**config.mk**
```make
export PLATFORM = sky130hd
export DESIGN_NAME = systolic_feed_ctrl
export DESIGN_NICKNAME = d
export VERILOG_FILES = /design/src/rtl/systolic_feed_ctrl.sv
export SDC_FILE = /design/constraint.sdc
export NUM_CORES = 1
export LEC_CHECK = 0
export BUFFER_PORTS_ARGS = -buffer_cell sky130_fd_sc_hd__clkbuf_2
export CORE_UTILIZATION = 25
export DETAILED_ROUTE_END_ITERATION = 6
export PLACE_DENSITY_LB_ADDON = 0.05
export SYNTH_ARGS = -nofsm -noshare
export SYNTH_HDL_FRONTEND = slang
export SYNTH_SLANG_ARGS = --single-unit
```
**constraint.sdc**
```tcl
create_clock -name clk -period 2.1 [get_ports clk]
set_input_delay 0.315 -clock clk [delete_from_list [all_inputs] [get_ports clk]]
set_output_delay 0.315 -clock clk [all_outputs]
set_load 0.005 [all_outputs]
```
**src/rtl/systolic_feed_ctrl.sv**
```systemverilog
// Sequencer for one systolic-array pass: clear accumulators, stream K operand
// reads, skew the edge valids across the rows, wait for the drain, pulse done.
module systolic_feed_ctrl #(
    parameter int N      = 4,
    parameter int K_W    = 8,
    parameter int A_W    = 8,
    parameter int RD_LAT = 1
) (
    input  logic           clk,
    input  logic           rst,
    // start_i is a single-cycle request with no ready: it is taken only when
    // the FSM is IDLE and dropped otherwise; k_len_i is sampled on that edge.
    input  logic           start_i,
    input  logic [K_W-1:0] k_len_i,
    output logic           busy_o,
    output logic           clr_acc_o,
    output logic           rd_en_o,
    output logic [A_W-1:0] rd_addr_o,
    output logic [N-1:0]   row_valid_o,
    output logic           done_o,
    output logic [2:0]     dbg_state_o
);

    localparam int DRAIN_LEN = 2 * N - 1 + RD_LAT;
    localparam int DRAIN_W   = $clog2(DRAIN_LEN);
    localparam int CNT_W     = (K_W > DRAIN_W) ? K_W : DRAIN_W;
    localparam int SR_LEN    = RD_LAT + N - 1;
    localparam logic [CNT_W-1:0] DRAIN_LAST = CNT_W'(DRAIN_LEN - 1);

    typedef enum logic [2:0] {
        IDLE  = 3'd0,
        CLEAR = 3'd1,
        FEED  = 3'd2,
        DRAIN = 3'd3,
        DONE  = 3'd4
    } state_e;

    state_e             state_q, state_d;
    logic [K_W-1:0]     k_q, k_d;
    logic [CNT_W-1:0]   cnt_q, cnt_d;
    logic [CNT_W-1:0]   feed_last;

    logic               busy_q, clr_acc_q, rd_en_q, done_q;
    logic [A_W-1:0]     rd_addr_q;
    logic [SR_LEN-1:0]  sr_q;

    // k_q is never zero outside IDLE, so k-1 cannot underflow.
    assign feed_last = CNT_W'(k_q) - CNT_W'(1);

    always_ff @(posedge clk) begin
        if (rst) begin
            state_q <= IDLE;
            k_q     <= '0;
            cnt_q   <= '0;
        end else begin
            state_q <= state_d;
            k_q     <= k_d;
            cnt_q   <= cnt_d;
        end
    end

    always_comb begin
        state_d = state_q;
        k_d     = k_q;
        cnt_d   = cnt_q;
        case (state_q)
            IDLE: begin
                if (start_i) begin
                    if (k_len_i != '0) begin
                        k_d     = k_len_i;
                        state_d = CLEAR;
                    end else begin
                        state_d = DONE;
                    end
                end
            end
            CLEAR: begin
                cnt_d   = '0;
                state_d = FEED;
            end
            FEED: begin
                if (cnt_q == feed_last) begin
                    cnt_d   = '0;
                    state_d = DRAIN;
                end else begin
                    cnt_d = cnt_q + CNT_W'(1);
                end
            end
            DRAIN: begin
                if (cnt_q == DRAIN_LAST) begin
                    state_d = DONE;
                end else begin
                    cnt_d = cnt_q + CNT_W'(1);
                end
            end
            DONE:    state_d = IDLE;
            default: state_d = IDLE;
        endcase
    end

    // Outputs are the registered decode of the state, one cycle behind it.
    always_ff @(posedge clk) begin
        if (rst) begin
            busy_o_reset: begin
                busy_q    <= 1'b0;
                clr_acc_q <= 1'b0;
                rd_en_q   <= 1'b0;
                done_q    <= 1'b0;
                rd_addr_q <= '0;
                sr_q      <= '0;
            end
        end else begin
            busy_q    <= (state_q != IDLE);
            clr_acc_q <= (state_q == CLEAR);
            rd_en_q   <= (state_q == FEED);
            done_q    <= (state_q == DONE);
            if (state_q == FEED) begin
                rd_addr_q <= A_W'(cnt_q);
            end
            sr_q <= {sr_q[SR_LEN-2:0], rd_en_q};
        end
    end

    assign busy_o      = busy_q;
    assign clr_acc_o   = clr_acc_q;
    assign rd_en_o     = rd_en_q;
    assign rd_addr_o   = rd_addr_q;
    assign done_o      = done_q;
    // sr_q[j] is rd_en delayed j+1 cycles; row i needs a delay of RD_LAT+i.
    assign row_valid_o = sr_q[SR_LEN-1:RD_LAT-1];
    assign dbg_state_o = state_q;

endmodule

```
======== Yosys cells after proc, flatten, opt, wreduce, memory -nomap -nowiden ========
Index checks and enable logic that the tools add are counted.
word-level totals
  flip-flop bits (word level) ............. 35
  input bits .............................. 11
  output and inout bits ................... 19
  word-level logic and storage cells ...... 36
operators by class
  add/subtract/negate cells ............... 2
  equality and inequality tests ........... 10
  mux-type cells .......................... 8
  reduce and logical (&&, ||, !) cells .... 7
operators by type and width
  cell                   count
  $pmux W8 S3            1
  $mux W8                2
  $mux W3                4
  $pmux W3 S4            1
  $add A8 B1 Y8 const B  1
  $eq A8 B3 Y1 const B   1
  $eq A8 B8 Y1           1
  $ne A2 B2 Y1 const B   4
  $reduce_bool A8 Y1     1
  $sub A8 B1 Y8 const B  1
  $eq A3 B2 Y1 const B   2
  $reduce_and A3 Y1      2
  $reduce_bool A3 Y1     2
  $eq A3 B1 Y1 const B   1
  $eq A3 B3 Y1 const B   1
  $logic_not A3 Y1       1
  $reduce_and A2 Y1      1

======== Longest topological paths before layout ========
  word-level depth ........................ 4
  depth in mapped cells ................... 9
  gate-level depth less buffers ........... 7

======== Worst setup path after synthesis ========
No wires, ideal clock.
  path kind ............................... register to register
  start point ............................. reg k_q[0]
  end point ............................... reg cnt_q[2]
  setup time .............................. 0.139 ns
  arrival ................................. 2.021 ns
  required time ........................... 1.961 ns
  setup slack ............................. -0.061 ns
  cell stages (with the launch flop) ...... 10
  period minus slack after synthesis ...... 2.161 ns
  path through ............................ dfxtp_1 buf_2 inv_1 ha_1 buf_6 o21bai_1 a2111oi_1 a311oi_2 a2111oi_4 nor4_1
on the way
  cells in the longest elaborated chain, start to end .. 4
RTL lines
  element                   line  source
  start: declaration        39    logic [K_W-1:0] k_q, k_d;
  start signal: assignment  57    k_q <= k_d;
  $sub A8 B1 Y8             48    assign feed_last = CNT_W'(k_q) - CNT_W'(1);
  $eq A8 B8 Y1              82    if (cnt_q == feed_last) begin
  $mux W8                   82
  $pmux W8 S3               66    case (state_q)
  end signal: assignment    58    cnt_q <= cnt_d;
  end: declaration          40    logic [CNT_W-1:0] cnt_q, cnt_d;
No other way between the ends.
A chain may end at the register's enable or synchronous reset.

======== Final worst setup path ========
  start point ............................. reg k_q[3]
  end point ............................... reg cnt_q[2]
The elaborated chain is that of the path after synthesis.

==> impl_metrics.ini <==
[worst_setup_path]
end_kind = flop
cp.arrival_ns = 2.18
crit_fanout = 8
crit_type = reg2reg
critPathLaunchType = flop
critical_path_required_ns = 2.30

[clocking]
cts_hold_buffers = 0
clk_latency_ns = 0.29
cts_max_level = 2
clkTransAtPathRegs_ns = 0.08
clk_path_buf_depth = 2
cts_made_buffers = 5
cts_root_buffer = clkbuf_8
cts.sinks = 35
cts_tree = done

[worst_hold_path]
hold_class = in2reg

[die]
core_um2 = 6459
fp.dieW_um = 84.62
pin_count = 30
die_area_um2 = 7161
initial_utilization = 0.2642
row_count = 29
die_y_um = 84.62

[synthesis]
syn_area_um2 = 1707
synth_area_leaders = dfxtp_1 (41%), nand2_1 (6.8%), a21oi_1 (5.9%)
synth_seq_cells = 35
ys_seq_area_frac = 0.4106
ys.flop_type = dfxtp_1
yosys.area.top_type = dfxtp_1
synth.yosys.warnings = 0
async_reset_ff_frac = 0
syn_nets = 213
synth_edf_count = 0
syn-mean-instance-area_um2 = 8.533
synth_common_cells = dfxtp_1 (35), nand2_1 (31), a21oi_1 (20), nand3_1 (14), nor3_1 (13)
yosys.cell_types.count = 40
synth_top_area_frac = 0.4106
synth_most_common_cell = dfxtp_1
syn_inst = 200

[detailed_routing]
drtIter0Drc = 69
wl_per_cell_um = 14.29
wl_um = 4488
ant_nets = 0
drc = 0
drt_first_pass_iters = 4
viasPerCell = 4.745
vias = 1490

[sta]
setup_tns_ns = 0
rsz0062_at_grt = false
worstMarginPinSlew_ns = 0.4315
drv_slew = 0
relSlewSlack = 0.7101
setup_viol = 0
hold_viol = 0
period_share = 0.9448
fin_hold_ws_ns = 0.2682
fmax_mhz = 504.0
fin_skew_ns = 0.006520
min_period_ns = 1.984
setup_ws_ns = 0.1158

[global_routing]
grt_pass1_vias = 1416
grt_pass1_wl_um = 7410
antenna_found_initial = 0
gr-total-overflow = 0
grt_max_degree = 17
track_usage = 0.1352

[job]
max_cap_viol_count = 0

[status]
status = finished, final reports clean

[power]
power_density_nw_per_um2 = 996.6
p_leak_uw = 0.0008282
peakVddDrop_mv = 0.3133

[cells_and_area]
syn_to_final_growth_pct = 23.97
nets = 249
drive_gt1_frac = 0.2616
fin_cells = 314
antenna_cells = 0
fillers = 697
fin_util = 0.3276

[place]
place_inst = 304
port_buffers = 29
dpl.hpwl_um = 3439
post-place-ws_ns = 0.01214
place.gp.congestion = 0.7600
==> layout make-up <==
class,instances,area (um^2),share of cell area
sequential,35,700.7,0.3312
clock buffer,5,68.82,0.03253
tap,77,96.34,0.04554
multi-input combinational,145,925.9,0.4376
clock inverter,3,43.79,0.02070
timing repair buffer,45,265.3,0.1254
inverter,4,15.01,0.007096
==> critical path, cell delays in order (launching register included) <==
cell,delay [ns]
dfxtp_1,0.39
nor4_4,0.44
a211oi_1,0.15
a311oi_2,0.39
a2111oi_4,0.12
buf_4,0.18
nor4_2,0.23
==> layer usage <==
layer | up-vias | global-route usage | share of wire
li1 | 761 | - | -
met1 | 703 | 0.1851 | 0.50
met2 | 21 | 0.2069 | 0.45
met3 | 5 | 0.03638 | 0.032
met4 | 0 | 0.04160 | 0.013
met5 | - | 0 | 0
==> kinds of logic (layout without fill, tap and decap cells) <==
kind of cell    Yosys count  count (layout)  share of synthesized area
simple gates             93              93                     0.2859
flops                    35              35                     0.4106
compound gates           32              32                     0.1312
buf+inv                  20              57                    0.06378
xor+xnor                 16              16                    0.08211
fa+ha+maj                 2               2                    0.01466
mux                       2               2                    0.01173
==> report_power, final <==
part / total, uW / switching (uW) / internal (uW)
Sequential: 787 / 59.3 / 728
Clock: 619 / 265 / 353
Combinational: 703 / 402 / 301
Total: 2110 / 727 / 1380
==> path summary, 6_finish.rpt <==
kind | startpoint | to | slack, ns | cells after the start
worst min register to register | rd_addr_o[3]$_SDFFE_PP0P_ | rd_addr_o[3]$_SDFFE_PP0P_ | 0.46 | 2
worst max-delay path | k_q[3]$_SDFFE_PP0P_ | cnt_q[2]$_SDFFE_PP0P_ | 0.12 | 6
worst min-delay path | k_len_i[5] | k_q[5]$_SDFFE_PP0P_ | 0.27 | 3
worst max register to register | k_q[3]$_SDFFE_PP0P_ | cnt_q[2]$_SDFFE_PP0P_ | 0.12 | 6
==> through the flow <==
step           area, um^2  total power, uW
3_3_place_gp         1964             1468
4_1_cts              2077             2099
2_1_floorplan        1714             1287
6_report             2116             2109
3_5_place_dp         1964             1476
5_1_grt              2116             2243
==> flip-flops by register name, indices dropped and copies added (netlist names) <==
signal,count
rd_addr_o,8
row_valid_o,4
dbg_state_o,3
rd_en_o,1
busy_o,1
k_q,8
cnt_q,8
done_o,1
clr_acc_o,1
==> cells in the final DEF, fill, tap and decap left out, types with 2 or more instances in the layout <==
master | netlist | layout
dfxtp_1 | 35 | 35
nand2_1 | 31 | 31
clkbuf_2 | 0 | 29
a21oi_1 | 20 | 20
buf_4 | 0 | 16
nand3_1 | 14 | 14
nor3_1 | 13 | 13
nor2_1 | 9 | 9
xor2_1 | 9 | 9
xnor2_1 | 7 | 7
nor2b_1 | 5 | 5
clkbuf_8 | 0 | 5
inv_1 | 4 | 4
nand4_1 | 3 | 3
and3_1 | 2 | 2
nand2b_1 | 2 | 2
o21bai_1 | 2 | 2
a2111oi_4 | 1 | 2
mux2i_1 | 2 | 2
nand3b_1 | 2 | 2
nor4_1 | 3 | 2
ha_1 | 2 | 2
==> repair_timing <==
item | CTS | global route
setup endpoints to repair | 2 | 8
buffers inserted | 0 | 2
pin swaps | 1 | 3
resized for setup | 0 | 3
Note: power is estimated with default switching activity, not from simulation.
